--- config.mk ---
export PLATFORM = sky130hd
export DESIGN_NAME = wb_arbiter
export DESIGN_NICKNAME = d
export VERILOG_FILES = /design/src/rtl/rv_pkg.sv /design/src/rtl/wb_fifo.sv /design/src/rtl/wb_arbiter.sv
export SDC_FILE = /design/constraint.sdc
export NUM_CORES = 1
export LEC_CHECK = 0
export ABC_AREA = 1
export CAP_MARGIN = 20
export CORE_MARGIN = 2
export CORE_UTILIZATION = 41
export DETAILED_ROUTE_END_ITERATION = 10
export SLEW_MARGIN = 20
export SYNTH_ARGS = -nofsm -noshare
export SYNTH_HDL_FRONTEND = slang
export SYNTH_SLANG_ARGS = --single-unit
export TNS_END_PERCENT = 5
--- constraint.sdc ---
create_clock -name clk -period 3.7 [get_ports clk]
set_input_delay 0.74 -clock clk [delete_from_list [all_inputs] [get_ports clk]]
set_output_delay 0.74 -clock clk [all_outputs]
set_load 0.02 [all_outputs]
--- src/rtl/rv_pkg.sv ---
// Purpose: shared register-file writeback types and widths.
// Latency: n/a (types, constants and a helper function only).
// Backpressure: n/a.
package rv_pkg;

  localparam int XLEN       = 32;
  localparam int REG_ADDR_W = 5;
  localparam int NUM_REGS   = 32;

  // One pending register-file write.
  typedef struct packed {
    logic [REG_ADDR_W-1:0] rd;
    logic [XLEN-1:0]       data;
  } wb_entry_t;

  // One-hot of a destination register. x0 is never reported as pending.
  function automatic logic [NUM_REGS-1:0] rd_onehot(input logic [REG_ADDR_W-1:0] rd);
    logic [NUM_REGS-1:0] m;
    m     = '0;
    m[rd] = 1'b1;
    m[0]  = 1'b0;
    return m;
  endfunction

endpackage

--- src/rtl/wb_fifo.sv ---
// Purpose: DEPTH-entry circular buffer holding long-latency writeback results.
// Latency: a push is visible at head the cycle after it is written.
// Backpressure: push ignored when full, pop ignored when empty; caller gates with full/empty.
//
// Ports:
//   clk, rst_n        clock, synchronous active-low reset (empties the buffer)
//   push, push_entry  enqueue request and payload
//   pop               dequeue request; head is the entry removed
//   head              oldest entry
//   full, empty,count occupancy status
//   ent_valid, ent_rd per-slot occupancy and destination, for the pending mask
module wb_fifo
  import rv_pkg::*;
#(
  parameter int  DEPTH = 4,
  localparam int AW    = $clog2(DEPTH),
  localparam int CW    = $clog2(DEPTH) + 1
) (
  input  logic                             clk,
  input  logic                             rst_n,
  input  logic                             push,
  input  wb_entry_t                        push_entry,
  input  logic                             pop,
  output wb_entry_t                        head,
  output logic                             full,
  output logic                             empty,
  output logic [CW-1:0]                    count,
  output logic [DEPTH-1:0]                 ent_valid,
  output logic [DEPTH-1:0][REG_ADDR_W-1:0] ent_rd
);

  wb_entry_t     mem [DEPTH];
  logic [AW-1:0] wr_ptr;
  logic [AW-1:0] rd_ptr;
  logic          do_push;
  logic          do_pop;

  assign full    = (count == CW'(DEPTH));
  assign empty   = (count == '0);
  assign do_push = push && !full;
  assign do_pop  = pop && !empty;
  assign head    = mem[rd_ptr];

  always_comb begin
    ent_rd = '0;
    for (int i = 0; i < DEPTH; i++) begin
      ent_rd[i] = mem[i].rd;
    end
  end

  // Payload storage carries no reset; ent_valid masks stale slots.
  always_ff @(posedge clk) begin
    if (do_push) begin
      mem[wr_ptr] <= push_entry;
    end
  end

  // Pointers wrap naturally since DEPTH is a power of two. When a push and
  // a pop coincide the two slots differ (they only alias when empty or
  // full, and then one side is suppressed), so the valid updates never collide.
  always_ff @(posedge clk) begin
    if (!rst_n) begin
      wr_ptr    <= '0;
      rd_ptr    <= '0;
      count     <= '0;
      ent_valid <= '0;
    end else begin
      if (do_push) begin
        ent_valid[wr_ptr] <= 1'b1;
        wr_ptr            <= wr_ptr + AW'(1);
      end
      if (do_pop) begin
        ent_valid[rd_ptr] <= 1'b0;
        rd_ptr            <= rd_ptr + AW'(1);
      end
      count <= count + CW'(do_push) - CW'(do_pop);
    end
  end

endmodule

--- src/rtl/wb_arbiter.sv ---
// Purpose: merges pipeline writeback and buffered long-latency results onto the register-file write port.
// Latency: pipeline result 1 cycle; long-latency result >=2 cycles via FIFO (1 cycle when bypassed).
// Backpressure: lsu_ready low when FIFO full or in reset; pipe_stall asserted when the FIFO has starved STARVE_LIMIT cycles.
//
// Optional feature macro: WB_BYPASS_EN -- an LSU result offered while the FIFO is
// empty and the pipeline is not writing goes straight to rf_* without queueing.
//
// Ports:
//   clk, rst_n                      clock, synchronous active-low reset
//   pipe_valid/pipe_rd/pipe_data    in-order pipeline result (priority source)
//   pipe_stall                      pipeline result not consumed; upstream holds pipe_*
//   lsu_valid/lsu_ready             long-latency handshake
//   lsu_rd/lsu_data                 long-latency result
//   rf_we/rf_a3/rf_wd3              registered register-file write port
//   pend_mask                       registers with a queued, not-yet-written result
module wb_arbiter
  import rv_pkg::*;
#(
  parameter int DEPTH        = 4,
  parameter int STARVE_LIMIT = 8
) (
  input  logic                  clk,
  input  logic                  rst_n,
  input  logic                  pipe_valid,
  input  logic [REG_ADDR_W-1:0] pipe_rd,
  input  logic [XLEN-1:0]       pipe_data,
  output logic                  pipe_stall,
  input  logic                  lsu_valid,
  output logic                  lsu_ready,
  input  logic [REG_ADDR_W-1:0] lsu_rd,
  input  logic [XLEN-1:0]       lsu_data,
  output logic                  rf_we,
  output logic [REG_ADDR_W-1:0] rf_a3,
  output logic [XLEN-1:0]       rf_wd3,
  output logic [NUM_REGS-1:0]   pend_mask
);

  localparam int SW = $clog2(STARVE_LIMIT + 1);
  localparam int CW = $clog2(DEPTH) + 1;

  wb_entry_t                        fifo_head;
  wb_entry_t                        lsu_entry;
  wb_entry_t                        sel_entry;
  logic                             fifo_full;
  logic                             fifo_empty;
  logic [CW-1:0]                    fifo_count;
  logic [DEPTH-1:0]                 ent_valid;
  logic [DEPTH-1:0][REG_ADDR_W-1:0] ent_rd;
  logic                             fifo_push;
  logic                             fifo_pop;
  logic                             pipe_req;
  logic                             pipe_win;
  logic                             bypass;
  logic                             sel_we;
  logic [SW-1:0]                    starve_cnt;

  assign lsu_entry = '{rd: lsu_rd, data: lsu_data};

  // x0 results are discarded at the door: they never win and never queue.
  assign pipe_req  = pipe_valid && (pipe_rd != '0);
  assign lsu_ready = rst_n && (fifo_count != CW'(DEPTH));

  // The counter only reaches the limit while the FIFO keeps losing to the
  // pipeline, so the stall fires exactly when the next pipeline win would
  // starve the head one cycle too many.
  assign pipe_stall = rst_n && (starve_cnt == SW'(STARVE_LIMIT)) && !fifo_empty && pipe_req;

  always_comb begin
    sel_we    = 1'b0;
    sel_entry = '0;
    fifo_pop  = 1'b0;
    pipe_win  = 1'b0;
    bypass    = 1'b0;
    if (rst_n) begin
      if (pipe_stall) begin
        sel_we    = 1'b1;
        sel_entry = fifo_head;
        fifo_pop  = 1'b1;
      end else if (pipe_req) begin
        sel_we    = 1'b1;
        sel_entry = '{rd: pipe_rd, data: pipe_data};
        pipe_win  = 1'b1;
      end else if (!fifo_empty) begin
        sel_we    = 1'b1;
        sel_entry = fifo_head;
        fifo_pop  = 1'b1;
      end else begin
`ifdef WB_BYPASS_EN
        // Empty FIFO means nothing older can be overtaken.
        if (lsu_valid && (lsu_rd != '0)) begin
          sel_we    = 1'b1;
          sel_entry = lsu_entry;
          bypass    = 1'b1;
        end
`endif
      end
    end
  end

  // A full FIFO refuses the push even when the head pops in the same cycle.
  assign fifo_push = lsu_valid && rst_n && !fifo_full && (lsu_rd != '0) && !bypass;

  wb_fifo #(
    .DEPTH (DEPTH)
  ) u_fifo (
    .clk        (clk),
    .rst_n      (rst_n),
    .push       (fifo_push),
    .push_entry (lsu_entry),
    .pop        (fifo_pop),
    .head       (fifo_head),
    .full       (fifo_full),
    .empty      (fifo_empty),
    .count      (fifo_count),
    .ent_valid  (ent_valid),
    .ent_rd     (ent_rd)
  );

  // OR over live slots so duplicate destinations stay pending until the
  // last copy retires.
  always_comb begin
    pend_mask = '0;
    for (int i = 0; i < DEPTH; i++) begin
      if (ent_valid[i]) begin
        pend_mask = pend_mask | rd_onehot(ent_rd[i]);
      end
    end
  end

  always_ff @(posedge clk) begin
    if (!rst_n) begin
      starve_cnt <= '0;
    end else if (fifo_pop || fifo_empty) begin
      starve_cnt <= '0;
    end else if (pipe_win) begin
      starve_cnt <= starve_cnt + SW'(1);
    end
  end

  // Address and data hold their last value on idle cycles.
  always_ff @(posedge clk) begin
    if (!rst_n) begin
      rf_we  <= 1'b0;
      rf_a3  <= '0;
      rf_wd3 <= '0;
    end else begin
      rf_we <= sel_we;
      if (sel_we) begin
        rf_a3  <= sel_entry.rd;
        rf_wd3 <= sel_entry.data;
      end
    end
  end

endmodule

==> metrics.txt, run 1 <==
count of vias placed by the detailed router approximately 7,400; number of max-slew violations in the final report 0; fraction of the mapped netlist area in compound gates 11.4%; hold_buf cts 0; wire length per cell around 18 µm; Std-Cell Rows 54; sequential area share after synthesis between 50 and 60%; startpoint kind of the worst setup timing path input pin; master of the slowest instance on the critical path sky130_fd_sc_hd__clkdlybuf4s50_1; grt ovf 0; number of antenna violations at the first check in global routing 1; DRC violations left 0; total number of yosys warnings 0; post-synthesis mux area share 0%; Cell variety after synth 30; RSZ-0062 raised after global routing no; Min-Delay Path Class flip-flop to flip-flop; vertical extent of the die 154 µm; Avg Inst Size Synth 9.70 µm²; leakage dissipation between 4 and 5 nW; IO buf count 148; Setup Skew slightly below 9 ps; largest family of logic cells by synthesized area simple AND/OR/NAND/NOR gates; commonest cells after routing, fill and taps aside sky130_fd_sc_hd__nand2_1 (191), sky130_fd_sc_hd__clkdlybuf4s50_1 (148), sky130_fd_sc_hd__edfxtp_1 (148); max capacitance violation total 0; buffer levels on the longest clock path 3; fmax around 0.31 GHz; Initial DRT Pass Iterations 5; floorplan die area 0.0238 mm²; Post-Synthesis Cells 953; H-tree levels 1; arrival time of the worst setup path 2460 ps; final period demand of the worst path roughly 3200 ps; GRT Overall Usage about a fifth; share of cells above drive strength 1 slightly above 6%; post-cts repair resize count 0; measured slew at the worst slew-check pin between 700 and 800 ps; synth top area cells sky130_fd_sc_hd__edfxtp_1 (48%), sky130_fd_sc_hd__dfxtp_1 (12%), sky130_fd_sc_hd__nand2_1 (7.8%), sky130_fd_sc_hd__nand3_1 (7.6%), sky130_fd_sc_hd__nor2_1 (3.5%); post-route ant nets 0; IR drop worst, VDD 0.341 mV; synthesized area ~0.0092 mm²; number of buffers inserted during clock tree synthesis 21; Num Clock Sinks 203; crit path setup slack, layout between 400 and 500 ps; critical path capture point type output pin; ports placed on the boundary 150; Die Width about 150 µm; cell at the root of the clock tree sky130_fd_sc_hd__clkbuf_16; total length of routed wires 24.8 mm; final hold violation count 0; post-synthesis cell type with the largest combined area sky130_fd_sc_hd__edfxtp_1; slew margin rel. 46.8%; Sum Neg Setup Slack 0 ps; routability congestion estimate from global placement a little under 0.9; type of the worst setup path input pin to output pin; buffers inserted by post-CTS timing repair 0; nets in the synthesized netlist 1,044; adder and majority gate portion of the synthesized area under 10%; largest net degree at the start of global routing 75; first-pass GRT wire length approximately 39 mm; number of nets in the layout approximately 1,200; XOR/XNOR Fraction of Synth Area less than 1%; pwr/cell area 530 mW/mm²; top-area cell type share of the netlist area 48.1%; area fraction in and, or, nand and nor cells after synthesis between 20% and 30%; data required time at the worst endpoint between 2000 and 3000 ps; vias per cell 5.32; final setup fails 0; Hold WS about 450 ps; worst setup slack after placement roughly 480 ps; number of DRC violations after detailed-routing iteration 0 a little over 600; clock-pin slew on the worst setup and hold paths approximately 60 ps; via count of the first global-routing pass roughly 7,000; half-perimeter wire length after placement about 16 mm; peak per-stage delay on the critical path 670 ps; share of the cycle needed by the critical path after routing a little under 90%; insertion delay to the later sink of the worst-skew pair ~500 ps; starting utilization of the core area a little over two fifths; CTS tree done; outcome finished clean; number of register bits inferred by synthesis 203; antenna cell count 0; most common library cell in the layout ignoring fill and taps sky130_fd_sc_hd__nand2_1; area added between synthesis and finish 25.9%; critical path peak fanout 4; CP Cell Sequence clkdlybuf4s50_1 -> nor2_1 -> nand3_2 -> nand2_4 -> nor2_1 -> clkdlybuf4s50_1; area inside the core boundary 0.0220 mm²
-- cells by family (layout without fill, tap and decap cells) --
group                      count (synthesis)  after routing
DFF                                      203            203
other                                      1              1
buffers and inverters                    132            287
AOI/OAI and AO/OA                        171            171
xor gates and xnor gates                   3              3
and+or+nand+nor                          430            430
adders and majority gates                 13             13
-- critical path: cells and delay by family --
kind	cells	cell delay [ps]
buffers and inverters	2	1210
AND/OR/NAND/NOR	4	510
-- metal layers --
metal	part of all wire, %	GRT usage (%)
met1	44	26.3
met2	49	35.7
met3	5.8	3.52
met4	1.6	5.38
met5	0.061	0
-- path summary, 6_finish.rpt --
check,depth (start not counted),startpoint,endpoint,slack [ps]
max,6,pipe_rd[3],pipe_stall,500
min reg2reg,2,rf_wd3[19],rf_wd3[19],450
min,2,rf_wd3[19],rf_wd3[19],450
max reg2reg,16,starve_cnt[0],u_fifo.count[2],1050
-- cell type report --
cell class	instances	area, µm²
clock inverter	11	85.1
sequential	203	5550
clock buffer	27	558
multi-input combinational	618	3130
inverter	87	327
timing repair buffer	162	1640
tap	280	350
fill	1995	10300
-- sequential cells by signal (all words and copies together) (netlist names), named ones only --
signal            flops
rf_a3                 5
starve_cnt            4
u_fifo.wr_ptr         2
u_fifo.rd_ptr         2
u_fifo.mem          148
u_fifo.ent_valid      4
u_fifo.count          3
rf_wd3               32
rf_we                 1
-- cells in the mapped netlist (all sizes together) --
cell type and number:
dfxtp 55, o221ai 30, buf 36, fa 1, nor2 89, a21oi 38, o21ai 64, ha 12
o211ai 3, conb 1, clkbuf 9, xnor2 1, a22oi 20, edfxtp 148, o22ai 16, nand2 197
xor2 2, inv 87, nand3 142, nor3 2
-- power breakdown --
part	total, W	internal [W]	switching [W]	leakage [nW]
clock	0.00199	0.00114	0.000847	0.320
combinational	0.00144	0.000528	0.000908	2.39
sequential	0.00275	0.00264	0.000101	1.79
-- stage by stage --
step | std cells | area [µm²] | utilization (%) | total power, W
3_5_place_dp | 1350 | 11000 | 50.1 | 0.00424
6_report | 1388 | 11600 | 53.0 | 0.00617
3_3_place_gp | 1350 | 11000 | 50.1 | 0.00422
4_1_cts | 1388 | 11600 | 53.0 | 0.00622
5_1_grt | 1388 | 11600 | 53.0 | 0.00646
2_1_floorplan | 953 | 9240 | - | 0.00366
Note: power is estimated with default switching activity, not from simulation.
==> inputs of run 2 (changes only) <==
Settings changed: CORE_ASPECT_RATIO from default to 0.6.
==> run 2 against run 1 <==
  * Clock-buffer cell count shrank 3
  * Register-to-register slack is essentially flat
  * Core utilization is essentially flat
  * First-iteration DRC count grew 31%
  * Routed wire length grew 6.8%
  * Final cell count grew 0.72%
  * Combinational power is essentially flat
  * Total power grew 2.9%
  * Highest routed layer unchanged
==> metrics.txt, run 2 (same netlist as run 1, synthesis figures left out) <==
outcome finished clean; wire length per cell 18.9 µm (+6.1%); DRC violations left 0 (unchanged); insertion delay to the later sink of the worst-skew pair 500 ps (about the same); Flop pwr share 43.3% (-1.2 points); share of cells above drive strength 1 6.49% (+0.45 points); placed cell areas 0.0110 mm² (about the same); critical path capture point type output pin; Die Width 198 µm (+28%); critical path peak fanout 8 (+4); buffer levels on the longest clock path 3 (unchanged); final hold violation count 0 (unchanged); number of DRC violations after detailed-routing iteration 0 813 (+31%); post-cts repair resize count 0 (unchanged); measured slew at the worst slew-check pin 946 ps (+147 ps); total length of routed wires 26.5 mm (+6.8%); routability congestion estimate from global placement 0.920 (+3.1%); type of the worst setup path flip-flop to output pin; grt ovf 0 (unchanged); GRT Overall Usage 22.5% (+2.0 points); number of buffers and inverters on the critical path 2 (unchanged); master of the slowest instance on the critical path sky130_fd_sc_hd__clkdlybuf4s50_1; startpoint kind of the worst setup timing path flip-flop; buffers inserted by post-CTS timing repair 0 (unchanged); number of antenna violations at the first check in global routing 3 (+2); leakage dissipation 4.53 nW (+0.65%); half-perimeter wire length after placement 17.6 mm (+12%); number of max-slew violations in the final report 0 (unchanged); switching part of the total power 30.2% (+0.068 points); fmax 0.318 GHz (+1.8%); final-layout fill cell count 1,999 (+0.20%); register ranked first by flip-flop count u_fifo.mem; commonest cells after routing, fill and taps aside sky130_fd_sc_hd__nand2_1 (191), sky130_fd_sc_hd__clkdlybuf4s50_1 (148), sky130_fd_sc_hd__edfxtp_1 (148); CTS tree done; final setup fails 0 (unchanged); switching power summed over all nets 0.00191 W (+3.1%); Total Power 0.00634 W (+2.9%); peak per-stage delay on the critical path 680 ps (about the same); post-route cell area 0.0117 mm² (+0.51%); power share of the clock group 33.7% (+1.5 points); final period demand of the worst path 3150 ps (-56.6 ps); ports placed on the boundary 150 (unchanged); share of the cycle needed by the critical path after routing 85.1% (-1.5 points); slew margin rel. 37.0% (-9.8 points); post-route ant nets 0 (unchanged); top cell family by delay on the critical path buffers and inverters; Num Clock Sinks 203 (unchanged); internal power component 0.00443 W (+2.8%); pwr/cell area 543 mW/mm² (+2.4%); worst reg-to-reg setup slack 1040 ps (about the same); Initial DRT Pass Iterations 6 (+1); area added between synthesis and finish 26.5%; count of vias placed by the detailed router 7,458 (+1.1%); flip-flop count of the largest register after layout 148 (unchanged); Sum Neg Setup Slack 0 ps (unchanged); number of buffers inserted during clock tree synthesis 21 (unchanged); arrival time of the worst setup path 2410 ps (-50 ps); vias per cell 5.33 (+0.33%); Min-Delay Path Class flip-flop to flip-flop; first-pass GRT wire length 41.0 mm (+6.5%); vertical extent of the die 120 µm (-22%); clock-pin slew on the worst setup and hold paths 60 ps (about the same); max capacitance violation total 0 (unchanged); hold_buf cts 0 (unchanged); data required time at the worst endpoint 2960 ps (about the same); starting utilization of the core area 41.9% (-0.21 points); portion of total power attributed to combinational logic 23.0% (-0.3 points); Setup Skew 8.12 ps (-0.715 ps); most common library cell in the layout ignoring fill and taps sky130_fd_sc_hd__nand2_1; Std-Cell Rows 42 (-22%); number of nets in the layout 1,185 (+0.084%); IO buf count 148 (unchanged); CP Cell Sequence inv_1 -> nand3_1 -> o221ai_1 -> clkdlybuf4s50_1; cell at the root of the clock tree sky130_fd_sc_hd__clkbuf_16; via count of the first global-routing pass 6,956 (-3.3%); RSZ-0062 raised after global routing no; H-tree levels 1 (unchanged); IR drop worst, VDD 0.295 mV (-13%); Final Util 53.0% (about the same); floorplan die area 0.0238 mm² (+0.16%); area inside the core boundary 0.0221 mm² (+0.51%); largest registers in the final layout u_fifo.mem (148), rf_wd3 (32), rf_a3 (5); largest net degree at the start of global routing 75 (unchanged)
-- run 2: cell types whose count changed in the layout (fill, tap and decap cells not counted), sizes merged --
cell    change
clkbuf      -3
bufinv      +2
inv         +1
diode       +3
buf         +1
-- run 2: worst paths after layout --
check               endpoint  cells past startpoint         startpoint
max            pend_mask[22]                      4  u_fifo.mem[2][32]
min               rf_wd3[30]                      2         rf_wd3[30]
max reg2reg  u_fifo.count[2]                     16      starve_cnt[0]
min reg2reg       rf_wd3[30]                      2         rf_wd3[30]
-- run 2: tightest hold or removal path, stage by stage (launching register included) --
cell                      delay (ps)
sky130_fd_sc_hd__dfxtp_1         310
sky130_fd_sc_hd__nand2_1          60
sky130_fd_sc_hd__nand2_1          40
-- run 2: cell type report --
type	count	area [µm²]	share of cell area, %
diodes	3	7.51	0.0642
clock buffers	24	537	4.59
clock inverters	14	154	1.32
inverters	87	327	2.79
multi-input cells	618	3130	26.8
flip-flops and latches	203	5550	47.4
well taps	286	358	3.06
repair buffers	163	1630	14.0
-- run 2: stage by stage --
stage          setup slack, ps  instances  hold slack [ps]
2_1_floorplan              652        953              430
5_1_grt                    492       1395              469
3_5_place_dp               478       1357              441
3_3_place_gp               509       1357              441
6_report                   552       1398              452
4_1_cts                    624       1395              454
-- run 2: power by group through the flow --
stage / Sequential (W) / Combinational [W] / Clock [W]
after floorplan: 0.00289 / 0.000778 / 0
after global placement: 0.00279 / 0.00146 / 0
after detailed placement: 0.00279 / 0.00146 / 0
after CTS: 0.00275 / 0.00147 / 0.00218
after global routing: 0.00277 / 0.00161 / 0.00229
final: 0.00275 / 0.00146 / 0.00214
-- run 2: routing by layer --
metal | part of all wire (%) | up-vias | wire length [µm] | track usage (%)
met5 | 0.091 | - | 24 | 0
met1 | 49 | 3464 | 13100 | 36.1
li1 | - | 3612 | - | -
met3 | 9.8 | 36 | 2610 | 5.08
met4 | 1.7 | 4 | 440 | 4.14
met2 | 39 | 342 | 10300 | 30.7
==> inputs of run 3 (changes only) <==
Settings changed: CORE_UTILIZATION 41 to 39, HOLD_SLACK_MARGIN from default to 0.08.
==> run 3 against run 2 <==
  * Total power shrank 1.5%
  * Sequential power is essentially flat
  * Via count grew 1.3%
  * Core utilization shrank 2.7 points
  * Critical path depth grew 2
  * Non-clock buffer count shrank 1
  * Register-to-register slack gained 260 ps
  * Largest power group unchanged
  * Highest routed layer unchanged
==> metrics.txt, run 3 (same netlist as run 1, synthesis figures left out) <==
vertical extent of the die 123 µm (+2.4%); cell at the root of the clock tree sky130_fd_sc_hd__clkbuf_16; leakage dissipation 4.51 nW (-0.46%); IO buf count 148 (unchanged); half-perimeter wire length after placement 18.2 mm (+3.1%); worst reg-to-reg setup slack 1300 ps (+260 ps); portion of total power attributed to combinational logic 23.2% (+0.2 points); number of DRC violations after detailed-routing iteration 0 689 (-15%); vias per cell 5.31 (-0.45%); internal power component 0.00434 W (-2.0%); count of vias placed by the detailed router 7,557 (+1.3%); total length of routed wires 27.6 mm (+4.1%); Sequential cell area 0.00555 mm² (about the same); outcome finished clean; share of cells above drive strength 1 6.06% (-0.43 points); largest registers in the final layout u_fifo.mem (148), rf_wd3 (32), rf_a3 (5); DRC violations left 0 (unchanged); number of nets in the layout 1,183 (-0.17%); power share of the clock group 32.8% (-0.9 points); flip-flop count of the largest register after layout 148 (unchanged); GRT Overall Usage 21.8% (-0.70 points); arrival time of the worst setup path 2410 ps (about the same); crit path setup slack, layout 550 ps (-2.52 ps); Die Width 203 µm (+2.5%); buffers inserted by post-CTS timing repair 0 (unchanged); switching power summed over all nets 0.00191 W (-0.16%); Initial DRT Pass Iterations 7 (+1); final hold violation count 0 (unchanged); largest net degree at the start of global routing 75 (unchanged); startpoint kind of the worst setup timing path flip-flop; register ranked first by flip-flop count u_fifo.mem; area occupied by multi-input gates 0.00313 mm² (unchanged); worst setup slack after placement 414 ps (-64.1 ps); Total Power 0.00625 W (-1.5%); Std-Cell Rows 43 (+2.4%); Non-Filler Instances 1,423 (+1.8%); critical path capture point type output pin; critical path peak fanout 6 (-2); hold_buf cts 0 (unchanged); routability congestion estimate from global placement 0.973 (+5.8%); type of the worst setup path flip-flop to output pin; commonest cells after routing, fill and taps aside sky130_fd_sc_hd__nand2_1 (191), sky130_fd_sc_hd__clkdlybuf4s50_1 (148), sky130_fd_sc_hd__edfxtp_1 (148); pwr/cell area 536 mW/mm² (-1.2%); Num Clock Sinks 203 (unchanged); Most Frequent Cell on Critical Path sky130_fd_sc_hd__inv_1; ports placed on the boundary 150 (unchanged); max capacitance violation total 0 (unchanged); starting utilization of the core area 39.9% (-2.0 points); share of the cycle needed by the critical path after routing 85.1% (about the same); top cell family by delay on the critical path buffers and inverters; fmax 0.317 GHz (about the same); number of buffers inserted during clock tree synthesis 20 (-4.8%); first-pass GRT wire length 41.4 mm (+1.0%); RSZ-0062 raised after global routing no; floorplan die area 0.0250 mm² (+5.0%); post-route ant nets 0 (unchanged); via count of the first global-routing pass 6,959 (+0.043%); buffer levels on the longest clock path 3 (unchanged); Setup Skew 18.3 ps (+10.2 ps); Final Util 50.3% (-2.7 points); switching part of the total power 30.5% (+0.40 points); number of buffers and inverters on the critical path 3 (+1); number of antenna violations at the first check in global routing 3 (unchanged); measured slew at the worst slew-check pin 983 ps (+37.5 ps); Min-Delay Path Class flip-flop to flip-flop; most common library cell in the layout ignoring fill and taps sky130_fd_sc_hd__nand2_1; final period demand of the worst path 3150 ps (+2.52 ps); area added between synthesis and finish 26.2%; clock-pin slew on the worst setup and hold paths 60 ps (about the same); IR drop worst, VDD 0.289 mV (-2.3%); slew margin rel. 34.4% (-2.6 points); number of max-slew violations in the final report 0 (unchanged); post-cts repair resize count 0 (unchanged); peak per-stage delay on the critical path 660 ps (-20 ps); DP Cell Count 1,385 (+2.1%); CTS tree done; H-tree levels 1 (unchanged); CP Cell Sequence inv_1 -> nand3_1 -> inv_1 -> a22oi_1 -> o221ai_1 -> clkdlybuf4s50_1; final-layout fill cell count 2,104 (+5.3%); insertion delay to the later sink of the worst-skew pair 500 ps (about the same); master of the slowest instance on the critical path sky130_fd_sc_hd__clkdlybuf4s50_1; Flop pwr share 44.0% (+0.7 points); final setup fails 0 (unchanged); data required time at the worst endpoint 2960 ps (about the same); Sum Neg Setup Slack 0 ps (unchanged); area inside the core boundary 0.0232 mm² (+5.1%); wire length per cell 19.4 µm (+2.3%); grt ovf 0 (unchanged)
## run 3: cell count changes in the layout (fill, tap and decap cells not counted), sizes merged
cell | before | now
diode | 3 | 2
clkinvlp | 1 | 0
clkbuf | 24 | 28
buf | 15 | 14
inv | 88 | 87
clkinv | 9 | 7
bufinv | 3 | 1
## run 3: power by group through the flow
stage	Combinational (W)	Sequential (W)	Clock, W
after floorplan	0.000778	0.00289	0
after detailed placement	0.00145	0.00279	0
after global routing	0.00160	0.00277	0.00218
final	0.00145	0.00275	0.00205
after CTS	0.00146	0.00275	0.00207
after global placement	0.00144	0.00280	0
## run 3: path summary, 6_finish.rpt
| kind | start | to | cells past startpoint |
|---|---|---|---|
| max | u_fifo.mem[0][33] | pend_mask[1] | 6 |
| min | rf_a3[1] | rf_a3[1] | 2 |
| max reg2reg | u_fifo.count[1] | u_fifo.mem[2][36] | 7 |
| min reg2reg | rf_a3[1] | rf_a3[1] | 2 |
## run 3: worst reg2reg max path, cell delays in order, from the launching register on
cell and delay [ps]:
sky130_fd_sc_hd__dfxtp_1 380, sky130_fd_sc_hd__inv_1 100, sky130_fd_sc_hd__nand3_1 100, sky130_fd_sc_hd__nand2_1 100, sky130_fd_sc_hd__nor2_2 140, sky130_fd_sc_hd__nand2_2 170
sky130_fd_sc_hd__nor2_4 710, sky130_fd_sc_hd__buf_4 410
## run 3: layout make-up
type,count,area share (%)
Sequential cell,203,47.6
Inverter,87,2.80
Antenna cell,2,0.0429
Tap cell,315,3.38
Clock buffer,28,4.99
Multi-Input combinational cell,618,26.9
Timing Repair Buffer,162,13.7
Clock inverter,8,0.655
## run 3: per-stage QoR
step,hold slack (ps),instance area [µm²]
after floorplan,430,9240
after global placement,439,11000
after detailed placement,438,11000
after CTS,453,11700
after global routing,472,11700
final,452,11700
## run 3: metal layers
layer	vias to the layer above	GRT usage (%)	share of wire (%)	wire [µm]
met5	-	0	0.044	12
met3	26	5.93	9.2	2540
met2	319	29.7	40	10900
li1	3610	-	-	-
met1	3600	34.5	50	13800
met4	2	3.51	1.1	292
